$ cat src/rtl/fp16_pkg.sv
// ---------------------------------------------------------------------------
// fp16_pkg
// Shared constants and types for the binary16 normalize/round pipeline.
//   EXP_BIAS / EXP_MAX / MANT_W : binary16 format parameters
//   SIG_W  : significand width including the hidden bit
//   VEC_W  : significand plus guard/round/sticky
//   LZC_W  : width of the leading-zero count from lzd
//   fp16_flags_t : {overflow, underflow, inexact}, MSB first
//   round_up()   : round-to-nearest-even increment decision
// ---------------------------------------------------------------------------
package fp16_pkg;

    localparam int EXP_BIAS = 15;
    localparam int EXP_MAX  = 31;
    localparam int MANT_W   = 10;
    localparam int SIG_W    = MANT_W + 1;
    localparam int VEC_W    = SIG_W + 3;
    localparam int LZC_W    = 4;

    typedef struct packed {
        logic overflow;
        logic underflow;
        logic inexact;
    } fp16_flags_t;

    // Round to nearest, ties to even: bump when above half, or exactly half
    // with an odd kept LSB.
    function automatic logic round_up(input logic g, input logic s, input logic lsb);
        return g & (s | lsb);
    endfunction

endpackage

$ cat src/rtl/fp16_norm_round_lzd.sv
// ---------------------------------------------------------------------------
// lzd -- leading-zero detector for an 11-bit significand.
// Ports:
//   data_i [10:0] : value to scan
//   lzc_o  [3:0]  : number of zeros above the most significant 1 (11 when zero)
//   zero_o        : data_i is all zeros
// ---------------------------------------------------------------------------
module lzd (
    input  logic [10:0] data_i,
    output logic [3:0]  lzc_o,
    output logic        zero_o
);

    // Scan upward so the highest set bit is the last one to write lzc_o.
    always_comb begin
        lzc_o = 4'd11;
        for (int i = 0; i < 11; i++) begin
            if (data_i[i]) begin
                lzc_o = 4'(10 - i);
            end
        end
    end

    assign zero_o = ~|data_i;

endmodule

$ cat src/rtl/fp16_norm_round.sv
// ---------------------------------------------------------------------------
// fp16_norm_round
// Two-stage valid/ready pipeline that normalizes an unnormalized significand
// and rounds it (nearest-even) into an IEEE binary16 result.
//   Stage 1: leading-zero count, left shift of {mant,grs}, exponent adjust.
//   Stage 2: rounding, overflow/underflow handling, result/flag registers.
// Ports:
//   clk, rst_n          : clock, asynchronous active-low reset
//   in_valid / in_ready : input handshake (in_ready combinational from out_ready)
//   in_sign, in_exp[6:0], in_mant[10:0], in_grs[2:0]
//                       : sign, two's-complement exponent of in_mant[10],
//                         significand, guard/round/sticky
//   out_valid / out_ready : output handshake
//   out_result[15:0]    : binary16 result
//   out_flags[2:0]      : {overflow, underflow, inexact} for this beat
// Configuration:
//   FP16_NORM_SUBNORM_EN : when defined, tiny results are denormalized and
//                          rounded; otherwise they flush to signed zero.
// ---------------------------------------------------------------------------
module fp16_norm_round
    import fp16_pkg::*;
(
    input  logic        clk,
    input  logic        rst_n,
    input  logic        in_valid,
    output logic        in_ready,
    input  logic        in_sign,
    input  logic [6:0]  in_exp,
    input  logic [10:0] in_mant,
    input  logic [2:0]  in_grs,
    output logic        out_valid,
    input  logic        out_ready,
    output logic [15:0] out_result,
    output logic [2:0]  out_flags
);

    localparam logic signed [7:0] E_MAX = 8'(EXP_MAX);

    // ---------------- handshake ----------------
    logic s1_valid_q, s2_valid_q;
    logic s1_adv, s2_adv, accept;

    assign s2_adv   = !s2_valid_q || out_ready;
    assign s1_adv   = !s1_valid_q || s2_adv;
    assign in_ready = s1_adv;
    assign accept   = in_valid && s1_adv;

    // ---------------- stage 1: normalize ----------------
    logic [LZC_W-1:0]   lzc;
    logic               mant_zero;
    logic [VEC_W-1:0]   s1_sig_d, s1_sig_q;
    logic signed [7:0]  s1_exp_d, s1_exp_q;
    logic               s1_sign_q, s1_zero_q;

    lzd u_lzd (
        .data_i (in_mant),
        .lzc_o  (lzc),
        .zero_o (mant_zero)
    );

    assign s1_sig_d = {in_mant, in_grs} << lzc;
    assign s1_exp_d = $signed({in_exp[6], in_exp}) - $signed({4'b0, lzc});

    // ---------------- stage 2: round and pack ----------------
    logic [SIG_W:0]     norm_sum;
    logic signed [7:0]  exp_rnd;
    logic               norm_g, norm_s, norm_up;
    logic [15:0]        s2_result_d, s2_result_q;
    fp16_flags_t        s2_flags_d, s2_flags_q;

`ifdef FP16_NORM_SUBNORM_EN
    // Denormalize by 1-e; anything shifted past the vector folds into sticky.
    logic signed [7:0]  sub_dist;
    logic [3:0]         sub_sh;
    logic [VEC_W-1:0]   sub_sig, sub_lost;
    logic               sub_g, sub_s, sub_up;
    logic [SIG_W-1:0]   sub_sum;

    assign sub_dist = 8'sd1 - s1_exp_q;
    assign sub_sh   = (sub_dist > 8'sd14) ? 4'd14 : sub_dist[3:0];
    assign sub_sig  = s1_sig_q >> sub_sh;
    assign sub_lost = s1_sig_q & ~({VEC_W{1'b1}} << sub_sh);
    assign sub_g    = sub_sig[2];
    assign sub_s    = (|sub_sig[1:0]) | (|sub_lost);
    assign sub_up   = round_up(sub_g, sub_s, sub_sig[3]);
    // Top bit is always 0 after a shift of at least 1, so no carry-out; a sum
    // of 0x400 lands in the exponent field as the smallest normal.
    assign sub_sum  = sub_sig[VEC_W-1:3] + {{(SIG_W-1){1'b0}}, sub_up};
`endif

    // NOTE: defaults are assigned first so every path drives every output and no latch is inferred.
    always_comb begin
        s2_result_d = '0;
        s2_flags_d  = '0;

        norm_g   = s1_sig_q[2];
        norm_s   = |s1_sig_q[1:0];
        norm_up  = round_up(norm_g, norm_s, s1_sig_q[3]);
        norm_sum = {1'b0, s1_sig_q[VEC_W-1:3]} + {{SIG_W{1'b0}}, norm_up};
        // A carry out of the significand leaves the fraction bits zero and
        // bumps the exponent.
        exp_rnd  = s1_exp_q + {7'b0, norm_sum[SIG_W]};

        if (s1_zero_q) begin
            s2_result_d = {s1_sign_q, 15'b0};
        end else if (s1_exp_q >= E_MAX) begin
            s2_result_d         = {s1_sign_q, 5'h1F, 10'h0};
            s2_flags_d.overflow = 1'b1;
            s2_flags_d.inexact  = 1'b1;
        end else if (s1_exp_q >= 8'sd1) begin
            if (exp_rnd >= E_MAX) begin
                s2_result_d         = {s1_sign_q, 5'h1F, 10'h0};
                s2_flags_d.overflow = 1'b1;
                s2_flags_d.inexact  = 1'b1;
            end else begin
                s2_result_d        = {s1_sign_q, exp_rnd[4:0], norm_sum[MANT_W-1:0]};
                s2_flags_d.inexact = norm_g | norm_s;
            end
        end else begin
`ifdef FP16_NORM_SUBNORM_EN
            s2_result_d          = {s1_sign_q, 4'b0, sub_sum};
            s2_flags_d.inexact   = sub_g | sub_s;
            s2_flags_d.underflow = sub_g | sub_s;
`else
            s2_result_d          = {s1_sign_q, 15'b0};
            s2_flags_d.inexact   = 1'b1;
            s2_flags_d.underflow = 1'b1;
`endif
        end
    end

    // ---------------- registers ----------------
    // NOTE: sequential state uses non-blocking assignments so every register samples pre-edge values.
    always_ff @(posedge clk or negedge rst_n) begin
        if (!rst_n) begin
            s1_valid_q  <= 1'b0;
            s2_valid_q  <= 1'b0;
            // NOTE: datapath registers are reset as well because the outputs must read zero during reset.
            s1_sign_q   <= 1'b0;
            s1_zero_q   <= 1'b0;
            s1_exp_q    <= '0;
            s1_sig_q    <= '0;
            s2_result_q <= '0;
            s2_flags_q  <= '0;
        end else begin
            if (s1_adv) begin
                s1_valid_q <= in_valid;
            end
            if (accept) begin
                s1_sign_q <= in_sign;
                s1_zero_q <= mant_zero;
                s1_exp_q  <= s1_exp_d;
                s1_sig_q  <= s1_sig_d;
            end
            if (s2_adv) begin
                s2_valid_q <= s1_valid_q;
            end
            // Output data only changes when a new beat moves in, so it holds
            // while the consumer stalls.
            if (s2_adv && s1_valid_q) begin
                s2_result_q <= s2_result_d;
                s2_flags_q  <= s2_flags_d;
            end
        end
    end

    assign out_valid  = s2_valid_q;
    assign out_result = s2_result_q;
    assign out_flags  = s2_flags_q;

endmodule

$ cat config.mk
export PLATFORM = sky130hd
export DESIGN_NAME = fp16_norm_round
export DESIGN_NICKNAME = d
export VERILOG_FILES = /design/src/rtl/fp16_pkg.sv /design/src/rtl/fp16_norm_round_lzd.sv /design/src/rtl/fp16_norm_round.sv
export SDC_FILE = /design/constraint.sdc
export NUM_CORES = 1
export LEC_CHECK = 0
export CAP_MARGIN = 25
export CORE_MARGIN = 2
export CORE_UTILIZATION = 32
export CTS_BUF_LIST = sky130_fd_sc_hd__clkbuf_8
export CTS_CLUSTER_DIAMETER = 30
export DETAILED_ROUTE_END_ITERATION = 6
export PLACE_DENSITY = 0.54
export SLEW_MARGIN = 25
export SYNTH_ARGS = -nofsm -noshare
export SYNTH_HDL_FRONTEND = slang
export SYNTH_SLANG_ARGS = --single-unit
export TNS_END_PERCENT = 5
$ cat constraint.sdc
create_clock -name clk -period 5.16 [get_ports clk]
set_input_delay 1.032 -clock clk [delete_from_list [all_inputs] [get_ports clk]]
set_output_delay 1.032 -clock clk [all_outputs]
set_load 0.005 [all_outputs]
==> out/metrics.csv, run 1 <==
stage,metric,value,unit
yosys,sequential area share after synthesis,34.9,%
layout,non-filler instance count after layout,524,
timing,Final Max Slew Viols,0,
worst_setup_path,Crit Path Max Fanout,8,
worst_setup_path,Startpoint Class,input port,
yosys,Post-synth EDFFs,0,
global_route,initial antenna violation count,0,
timing,fin crit share,71.4,%
timing,Final Hold Fails,0,
layout,layout cells sized above 1,9.72,%
die,initial core utilization,33.0,%
timing,clock skew,3.58,ps
power,switching share of power,33.1,%
worst_setup_path,WS Path Type,input port to flip-flop,
worst_setup_path,Crit-path slowest cell,or4_1,
timing,RSZ-0062 raised after global routing,no,
power,sequential share of power,45.7,%
layout,fin nets,425,
timing,Final setup viols,0,
clock_tree,H-tree depth,2,
global_route,GRT Total Usage,14.9,%
worst_setup_path,worst r2r src,s1_sig_q[2]$_DFFE_PN0P_,
routing,routed vias/inst,5.27,
die,chip width,104,um
job,Max-Cap Viols,0,
run_status,status,"finished, final reports clean",
place,I/O Buffers,46,
yosys,"Async S/R FF share, synth",100,%
worst_setup_path,CP endpoint,s1_exp_q[6]$_DFFE_PN0P_,
worst_setup_path,Crit path buffers/inverters,2,
worst_setup_path,crit end category,flip-flop,
place,DPL Wire Length,6.18,mm
routing,vias,2760,
power,Static Leakage,1.55,nW
clock_tree,clock latency on the worst-skew pair,290,ps
global_route,total grt overflow,0,
yosys,Post-Syn Instances,356,
timing,Tmin final,3680,ps
worst_setup_path,WP data arrival,3840,ps
yosys,post-synth net total,390,
routing,Routed WL,7.96,mm
place,placed cells,517,
worst_setup_path,Worst path top cell family by delay,simple AND/OR/NAND/NOR gates,
worst_setup_path,Setup crit start,in_mant[10],
routing,post-route ant nets,0,
layout,utilization after layout,39.4,%
power,worst vdd ir,103,uV
routing,number of remaining DRC errors,0,
min_path,hold crit path type,flip-flop to flip-flop,
routing,Detailed Route Iter0 Violations,145,
place,routability congestion estimate from global placement,0.848,
die,Die H,104,um
yosys,"Distinct cells, synth",73,
yosys,Synth area leader,dfrtp_1,
timing,Peak Freq,271,MHz
yosys,Yosys top cell area share,34.9,%
power,Tot Pwr,1.06,mW
timing,Slew @ Worst Pin,889,ps
clock_tree,clock sinks,45,
power,Gate power share,33.7,%
worst_setup_path,worst path required time,5320,ps
routing,Avg WL per Cell,15.2,um
power,sw power,0.352,mW
yosys,post-synthesis cell area,3230,um2
worst_setup_path,"most used cell, CP",o21ai_0,
clock_tree,hold_buf cts,0,
worst_setup_path,flop2flop setup slack,2000,ps
die,Placeable Area,9770,um2
die,Die ar.,10900,um2
worst_setup_path,critical path cell sequence,"clkdlybuf4s50_1, or4_1, nor2_4, inv_1, ha_1, nor2b_1, o21ai_0, nand2b_1, nor3_1, xnor2_1, o21ai_0",
clock_tree,clock transition at the registers of the reported paths,80,ps
power,P per Cell Area,276,nW/um2
worst_setup_path,r2r worst-path depth,11,
yosys,post-synthesis average cell area,9.06,um2
layout,ant diodes,0,
worst_setup_path,Critical R2R Capture,out_flags[0]$_DFFE_PN0P_,
global_route,vias in the first global route,2639,
die,io pins,47,
clock_tree,postcts setup bufs,0,
yosys,leading cell types by total area after synthesis,"dfrtp_1, nand2_1, o41ai_2",
clock_tree,Root Buffer,clkbuf_8,
clock_tree,Post-CTS Resized,0,
routing,length of the first detailed-routing pass in iterations,4,
clock_tree,cts bufs inserted,5,
worst_setup_path,stages on the worst setup path,11,
timing,setup TNS after final layout,0,ps
worst_setup_path,slowest cell delay on critical path,760,ps
global_route,first-pass GRT wire length,13.4,mm
die,Row Count,36,
timing,Slew HR,40.3,%
global_route,largest net degree at the start of global routing,46,
yosys,ys flop type,dfrtp_1,
clock_tree,deepest clock path buffer count,2,
yosys,Seq cells post-synth,45,
power,Internal Power,0.712,mW
yosys,YS warnings,0,
layout,Area Overhead vs Synth,19.2,%
power,Clock power frac,20.6,%
clock_tree,CTS tree,done,
==> cells in the final DEF, fill, tap and decap left out, drive strengths merged, types with 3 or more instances in the layout <==
cell / instances
o22ai: 3
mux2i: 5
xor2: 7
inv: 15
and3: 5
dfrtp: 45
or3: 3
a21o: 3
o41ai: 7
o211ai: 5
nor4: 6
nand2b: 9
nand4: 3
o21ai: 23
a211oi: 4
buf: 3
a221o: 6
o211a: 4
ha: 7
xnor2: 9
nand3: 11
nand2: 50
nor2b: 6
o21a: 5
clkdlybuf4s50: 45
o2bb2ai: 3
or4: 5
nor3: 13
a221oi: 3
nor2: 25
a311oi: 4
and2: 5
o31ai: 7
clkbuf: 6
a21oi: 4
==> cells in the mapped netlist, types with 3 or more instances <==
master,number
inv_1,11
buf_2,8
dfrtp_1,45
and2_1,5
o41ai_2,6
o21ai_1,3
a21oi_1,4
a211oi_1,4
nand4_1,3
nor2_2,3
a221o_1,6
clkbuf_1,7
inv_2,3
ha_1,7
nor2_1,20
a311oi_1,4
o31ai_1,6
a21o_1,3
nand2b_1,8
o211a_1,4
or4_1,5
xnor2_1,9
nand3_1,11
nor4_1,4
o2bb2ai_1,3
nor2b_1,6
o21ai_0,19
o22ai_1,3
nor3_1,13
o21a_1,3
xor2_1,7
and3_1,5
o211ai_1,5
nand2_1,50
mux2i_1,4
==> routing by layer <==
metal  track usage, %  part of all wire (%)
met5                0                     0
met4             4.54                   1.5
met3             2.01                   3.7
met2             24.9                    46
met1             20.0                    49
==> registers in the layout, indices dropped and copies added (netlist names) <==
register,cells
out_result,16
s1_sig_q,14
s1_exp_q,8
out_flags,3
out_valid,1
s1_sign_q,1
s1_valid_q,1
s1_zero_q,1
==> kinds of logic (layout without fill, tap and decap cells) <==
| family | Yosys count | after routing | share of synthesized area [%] |
|---|---|---|---|
| buffers and inverters | 34 | 69 | 4.96 |
| AND/OR/NAND/NOR | 146 | 146 | 23.7 |
| multiplexers | 7 | 7 | 2.37 |
| adder cells (fa/ha/maj) | 9 | 9 | 3.64 |
| XOR/XNOR | 16 | 16 | 4.34 |
| flip-flops | 45 | 45 | 34.9 |
| AO/OA/AOI/OAI | 99 | 99 | 26.1 |
==> layout make-up <==
cell class,count,area [um2]
clock buffers,6,82.6
clock inverters,1,3.75
fillers,996,5930
inverters,14,52.6
multi-input cells,277,1940
flip-flops and latches,45,1130
well taps,133,166
repair buffers,48,473
==> worst reg2reg max path: stages (launching register included) <==
cell,delay (ps)
dfrtp_1,420
nand3_1,130
nor3_1,270
and3_1,220
and3_1,230
ha_1,290
nor2b_1,160
maj3_1,350
o2bb2ai_1,130
a21oi_1,310
nor2_2,200
o31a_1,330
==> worst min path at each step <==
stage	cells past startpoint	endpoint	slack (ps)	startpoint
2_1_floorplan	2	s1_sign_q$_DFFE_PN0P_	440	s1_sign_q$_DFFE_PN0P_
3_3_place_gp	1	out_flags[2]$_DFFE_PN0P_	460	out_flags[2]$_DFFE_PN0P_
3_5_place_dp	2	s1_sign_q$_DFFE_PN0P_	460	s1_sign_q$_DFFE_PN0P_
4_1_cts	2	s1_sign_q$_DFFE_PN0P_	480	s1_sign_q$_DFFE_PN0P_
5_1_grt	2	out_result[0]$_DFFE_PN0P_	520	out_result[0]$_DFFE_PN0P_
6_report	1	out_flags[2]$_DFFE_PN0P_	480	out_flags[2]$_DFFE_PN0P_
==> metrics by stage <==
stage | hold WS, ps | setup slack, ps | area (um2)
after floorplan | 442 | 2010 | 3230
after global placement | 457 | 1210 | 3760
after detailed placement | 464 | 1130 | 3760
after CTS | 483 | 1450 | 3840
after global routing | 519 | 1190 | 3850
final | 479 | 1480 | 3850
==> power by group through the flow <==
stage / clock network, mW / registers (mW) / logic, mW
floorplan: 0 / 0.471 / 0.228
global placement: 0 / 0.491 / 0.359
detailed placement: 0 / 0.494 / 0.361
CTS: 0.229 / 0.487 / 0.362
global route: 0.241 / 0.498 / 0.397
finish: 0.219 / 0.486 / 0.358
Note: power is estimated with default switching activity, not from simulation.
==> inputs of run 2 (changes only) <==
==> constraint.sdc (replaced) <==
create_clock -name clk -period 3.6 [get_ports clk]
set_input_delay 0.72 -clock clk [delete_from_list [all_inputs] [get_ports clk]]
set_output_delay 0.72 -clock clk [all_outputs]
set_load 0.005 [all_outputs]
==> run 2 against run 1 <==
- final area rose by 3.5%
- first-iteration DRC count rose by 7.6%
- via count rose by 2.7%
- non-clock buffer count rose by 12
- sequential share of layout area fell by 0.99 points
- critical path type is now flip-flop to flip-flop
- critical endpoint is now out_result[5]$_DFFE_PN0P_
==> out/metrics.csv, run 2 (same netlist as run 1, synthesis figures left out) <==
stage,metric,value,unit
worst_setup_path,worst path required time,3790,ps
global_route,grt met3 use,1.63,%
power,P per Cell Area,421,nW/um2
routing,Avg WL per Cell,15.4,um
layout,non-filler instance count after layout,537,
clock_tree,postcts setup bufs,0,
layout,ant diodes,0,
job,Max-Cap Viols,0,
die,Row Count,36,
place,placed cells,529,
global_route,met1 Usage GRT,21.7,%
worst_setup_path,Crit Path Max Fanout,11,
routing,Detailed Route Iter0 Violations,156,
place,routability congestion estimate from global placement,0.917,
die,Placeable Area,9770,um2
die,Die H,104,um
power,sequential share of power,41.6,%
power,Internal Power,1.15,mW
global_route,first-pass GRT wire length,14.1,mm
global_route,GR peak layer,met2,
power,sw power,0.521,mW
global_route,GRT Total Usage,15.6,%
min_path,hold crit path type,input port to asynchronous set/reset pin,
die,chip width,104,um
layout,Final Instance Area,3980,um2
power,Gate power share,31.6,%
die,Die ar.,10900,um2
worst_setup_path,"most used cell, CP",and3_1,
place,DPL Wire Length,6.38,mm
routing,vias,2834,
place,I/O Buffers,46,
clock_tree,clock transition at the registers of the reported paths,90,ps
routing,number of remaining DRC errors,0,
worst_setup_path,slowest cell delay on critical path,430,ps
timing,Peak Freq,314,MHz
clock_tree,cts bufs inserted,5,
worst_setup_path,critical path cell sequence,"nand3_1, nor3_1, and3_1, and3_1, ha_1, nor2b_1, maj3_1, o2bb2ai_1, a21oi_1, nor2_2, o41ai_2",
power,worst vdd ir,176,uV
power,switching share of power,31.1,%
timing,fin crit share,88.4,%
layout,"most common cell after layout, fill and taps aside",nand2_1,
global_route,vias in the first global route,2804,
worst_setup_path,WP data arrival,3380,ps
timing,clock skew,10.2,ps
layout,layout cells sized above 1,12.6,%
clock_tree,hold_buf cts,0,
global_route,met2 Use GR,25.4,%
power,Clock power frac,26.8,%
timing,Tmin final,3180,ps
run_status,status,"finished, final reports clean",
layout,Area Overhead vs Synth,23.4,%
layout,most frequent cells in the layout,"nand2_1, clkdlybuf4s50_1, dfrtp_1",
timing,Hold WS,416,ps
clock_tree,clock sinks,45,
routing,length of the first detailed-routing pass in iterations,4,
worst_setup_path,Worst path top cell family by delay,simple AND/OR/NAND/NOR gates,
clock_tree,Root Buffer,clkbuf_8,
timing,Slew HR,44.8,%
routing,Routed WL,8.27,mm
timing,Final Hold Fails,0,
worst_setup_path,crit end category,flip-flop,
global_route,total grt overflow,0,
worst_setup_path,WS Path Type,flip-flop to flip-flop,
global_route,largest net degree at the start of global routing,46,
routing,post-route ant nets,0,
clock_tree,clock latency on the worst-skew pair,300,ps
worst_setup_path,Crit path buffers/inverters,0,
clock_tree,CTS tree,done,
timing,setup TNS after final layout,0,ps
timing,Final setup viols,0,
global_route,initial antenna violation count,0,
timing,RSZ-0062 raised after global routing,no,
power,Static Leakage,1.63,nW
clock_tree,Post-CTS Resized,0,
timing,Final Max Slew Viols,0,
die,initial core utilization,33.0,%
timing,Slew @ Worst Pin,825,ps
place,Placed Area,3850,um2
layout,max reg flops,16,
die,io pins,47,
clock_tree,H-tree depth,2,
layout,fin nets,437,
worst_setup_path,Crit-path slowest cell,dfrtp_1,
clock_tree,deepest clock path buffer count,2,
worst_setup_path,Startpoint Class,flip-flop,
routing,routed vias/inst,5.28,
run 2: cell count changes in the layout (fill, tap and decap cells not counted), sizes merged:
cell,previous run,this run
bufinv,0,2
clkbuf,6,5
buf,3,15
inv,15,14
clkinv,0,1
run 2: routing by layer:
metal | up-vias | routed length (um) | share of wire, %
li1 | 1412 | - | -
met1 | 1331 | 3980 | 48
met2 | 82 | 3810 | 46
met5 | - | 0 | 0
met3 | 9 | 338 | 4.1
met4 | 0 | 142 | 1.7
run 2: worst paths after layout:
check	startpoint	to	depth (start not counted)	slack (ps)
max	s1_sig_q[2]$_DFFE_PN0P_	out_result[5]$_DFFE_PN0P_	11	420
min	rst_n	s1_exp_q[5]$_DFFE_PN0P_	1	420
max reg2reg	s1_sig_q[2]$_DFFE_PN0P_	out_result[5]$_DFFE_PN0P_	11	420
min reg2reg	out_flags[2]$_DFFE_PN0P_	out_flags[2]$_DFFE_PN0P_	1	480
max in group asynchronous	rst_n	out_valid$_DFFE_PN0P_	1	2790
min in group clk	out_flags[2]$_DFFE_PN0P_	out_flags[2]$_DFFE_PN0P_	1	480
run 2: worst reg2reg max path: stages (launching register included):
cell and delay [ps]:
dfrtp_1 430, nand3_1 130, nor3_1 290, and3_1 230, and3_1 220, ha_1 290, nor2b_1 150, maj3_1 340
o2bb2ai_1 130, a21oi_1 310, nor2_2 200, o41ai_2 340
run 2: power by group through the flow:
stage / clock network [mW] / registers [mW] / logic [mW]
2_1_floorplan: 0 / 0.676 / 0.327
3_3_place_gp: 0 / 0.705 / 0.528
3_5_place_dp: 0 / 0.708 / 0.531
4_1_cts: 0.463 / 0.698 / 0.534
5_1_grt: 0.480 / 0.715 / 0.589
6_report: 0.449 / 0.697 / 0.530
run 2: cell type report:
type                            count  area (um2)
Clock buffer                        5        68.8
Clock inverter                      3        65.1
Fill cell                         987        5790
Inverter                           14        52.6
Multi-Input combinational cell    277        1940
Sequential cell                    45        1130
Tap cell                          133         166
Timing Repair Buffer               60         563
run 2: per-stage QoR:
stage | utilization, % | total power [mW] | setup slack, ps
2_1_floorplan | - | 1.00 | 731
5_1_grt | 40.7 | 1.78 | 117
3_3_place_gp | 39.3 | 1.23 | 215
4_1_cts | 40.7 | 1.69 | 378
3_5_place_dp | 39.3 | 1.24 | 138
6_report | 40.7 | 1.68 | 417
==> inputs of run 3 (changes only) <==
--- a/config.mk
+++ b/config.mk
@@ -7,11 +7,12 @@
 export LEC_CHECK = 0
 export CAP_MARGIN = 25
 export CORE_MARGIN = 2
-export CORE_UTILIZATION = 32
+export CORE_UTILIZATION = 48
 export CTS_BUF_LIST = sky130_fd_sc_hd__clkbuf_8
 export CTS_CLUSTER_DIAMETER = 30
 export DETAILED_ROUTE_END_ITERATION = 6
-export PLACE_DENSITY = 0.54
+export MAX_ROUTING_LAYER = met4
+export PLACE_DENSITY_LB_ADDON = 0.15
 export SLEW_MARGIN = 25
 export SYNTH_ARGS = -nofsm -noshare
 export SYNTH_HDL_FRONTEND = slang
==> run 3 against run 2 <==
- die area decreased by 32%
- routed wire length is 4.7% lower
- flip-flop and latch count unchanged
- worst setup slack worse by 28 ps
- utilization up 19 points
- final cell count fell by 11%
- clock-buffer cell count unchanged
- combinational power about the same
- critical path depth did not move
- via count barely moved
- clock skew down 0.97 ps
- critical path type unchanged
- highest routed layer unchanged
==> out/metrics.csv, run 3 (same netlist as run 1, synthesis figures left out) <==
stage,metric,value,unit
timing,Hold WS,419,ps
worst_setup_path,Crit path buffers/inverters,0,
power,sequential share of power,46.1,%
run_status,status,"finished, final reports clean",
global_route,GRT Total Usage,23.4,%
die,Die H,86.0,um
global_route,initial antenna violation count,0,
worst_setup_path,Startpoint Class,flip-flop,
routing,post-route ant nets,0,
die,io pins,47,
place,Placed Area,3780,um2
timing,Final Max Slew Viols,0,
global_route,vias in the first global route,2700,
place,setup slack at placement,147,ps
clock_tree,cts bufs inserted,5,
place,I/O Buffers,46,
layout,Final Instance Area,3850,um2
layout,max reg flops,16,
die,Die ar.,7390,um2
layout,non-filler instance count after layout,479,
clock_tree,clock latency on the worst-skew pair,290,ps
timing,Tmin final,3210,ps
timing,Final Hold Fails,0,
place,routability congestion estimate from global placement,0.972,
clock_tree,CTS tree,done,
routing,WL met3,313,um
worst_setup_path,worst path required time,3780,ps
timing,Slew HR,48.7,%
clock_tree,Post-CTS Resized,0,
layout,most frequent cells in the layout,"nand2_1, clkdlybuf4s50_1, dfrtp_1",
clock_tree,hold_buf cts,0,
routing,length of the first detailed-routing pass in iterations,5,
power,P per Cell Area,392,nW/um2
global_route,largest net degree at the start of global routing,46,
min_path,hold crit path type,input port to asynchronous set/reset pin,
worst_setup_path,Crit Path Max Fanout,11,
place,placed cells,473,
layout,Reg area,1130,um2
die,initial core utilization,50.2,%
clock_tree,clock transition at the registers of the reported paths,80,ps
layout,Area Overhead vs Synth,19.4,%
layout,layout cells sized above 1,12.2,%
worst_setup_path,critical path cell sequence,"nand3_1, nor3_1, and3_1, and3_1, ha_1, nor2b_1, maj3_1, o2bb2ai_1, a21oi_1, nor2_2, o41ai_2",
worst_setup_path,worst r2r src,s1_sig_q[2]$_DFFE_PN0P_,
power,Static Leakage,1.60,nW
power,Gate power share,35.0,%
power,worst vdd ir,182,uV
timing,fin worst setup slack,389,ps
timing,fin crit share,89.2,%
timing,RSZ-0062 raised after global routing,no,
layout,ant diodes,0,
power,switching share of power,33.4,%
layout,utilization after layout,60.0,%
routing,Detailed Route Iter0 Violations,183,
worst_setup_path,WP data arrival,3390,ps
timing,Final setup viols,0,
clock_tree,deepest clock path buffer count,2,
worst_setup_path,Crit-path slowest cell,dfrtp_1,
global_route,total grt overflow,0,
routing,Avg WL per Cell,16.5,um
layout,filler instances,598,
power,sw power,0.504,mW
job,Max-Cap Viols,0,
clock_tree,postcts setup bufs,0,
routing,Routed WL,7.88,mm
worst_setup_path,flop2flop setup slack,390,ps
global_route,first-pass GRT wire length,13.5,mm
layout,fin nets,437,
layout,multi-input combinational cell area,1940,um2
worst_setup_path,slowest cell delay on critical path,430,ps
clock_tree,clock sinks,45,
routing,met2 routed WL,3.82,mm
worst_setup_path,WS Path Type,flip-flop to flip-flop,
power,Tot Pwr,1.51,mW
timing,Peak Freq,311,MHz
routing,max layer used,met4,
routing,number of remaining DRC errors,0,
die,Placeable Area,6420,um2
clock_tree,H-tree depth,2,
routing,vias,2836,
power,Clock power frac,19.0,%
die,chip width,86.0,um
clock_tree,Root Buffer,clkbuf_8,
routing,routed vias/inst,5.92,
timing,clock skew,9.20,ps
worst_setup_path,crit end category,flip-flop,
worst_setup_path,"most used cell, CP",and3_1,
routing,met1 WL,3.60,mm
worst_setup_path,Worst path top cell family by delay,simple AND/OR/NAND/NOR gates,
timing,Slew @ Worst Pin,767,ps
worst_setup_path,Setup crit start,s1_sig_q[2]$_DFFE_PN0P_,
power,Internal Power,1.01,mW
die,Row Count,29,
layout,"most common cell after layout, fill and taps aside",nand2_1,
timing,setup TNS after final layout,0,ps
place,DPL Wire Length,6.16,mm
## run 3: changes by cell type in the layout (fill, tap and decap cells not counted), sizes merged
cell	previous run	this run
bufinv	2	0
## run 3: final cells by class
type	instances	area share (%)
sequential	45	29.2
clock inverter	1	0.130
inverter	14	1.36
clock buffer	5	1.79
tap	77	2.50
timing repair buffer	60	14.6
multi-input combinational	277	50.4
## run 3: power groups by stage
stage                     Clock (mW)  Combinational [mW]  Sequential, mW
after floorplan                    0               0.327           0.676
after global placement             0               0.522           0.701
after detailed placement           0               0.528           0.707
after CTS                      0.297               0.530           0.697
after global routing           0.312               0.583           0.714
final                          0.287               0.528           0.696
## run 3: routing by layer
metal	GRT usage (%)	up-vias
li1	-	1402
met1	31.0	1335
met2	37.9	84
met3	2.69	15
met4	7.07	0
met5	-	-
## run 3: final timing paths
check,endpoint,cells after the start
setup / recovery,out_result[0]$_DFFE_PN0P_,11
hold / removal,out_result[15]$_DFFE_PN0P_,1
setup reg to reg,out_result[0]$_DFFE_PN0P_,11
hold reg to reg,out_result[8]$_DFFE_PN0P_,2
max in group asynchronous,out_valid$_DFFE_PN0P_,1
min in group clk,out_result[8]$_DFFE_PN0P_,2
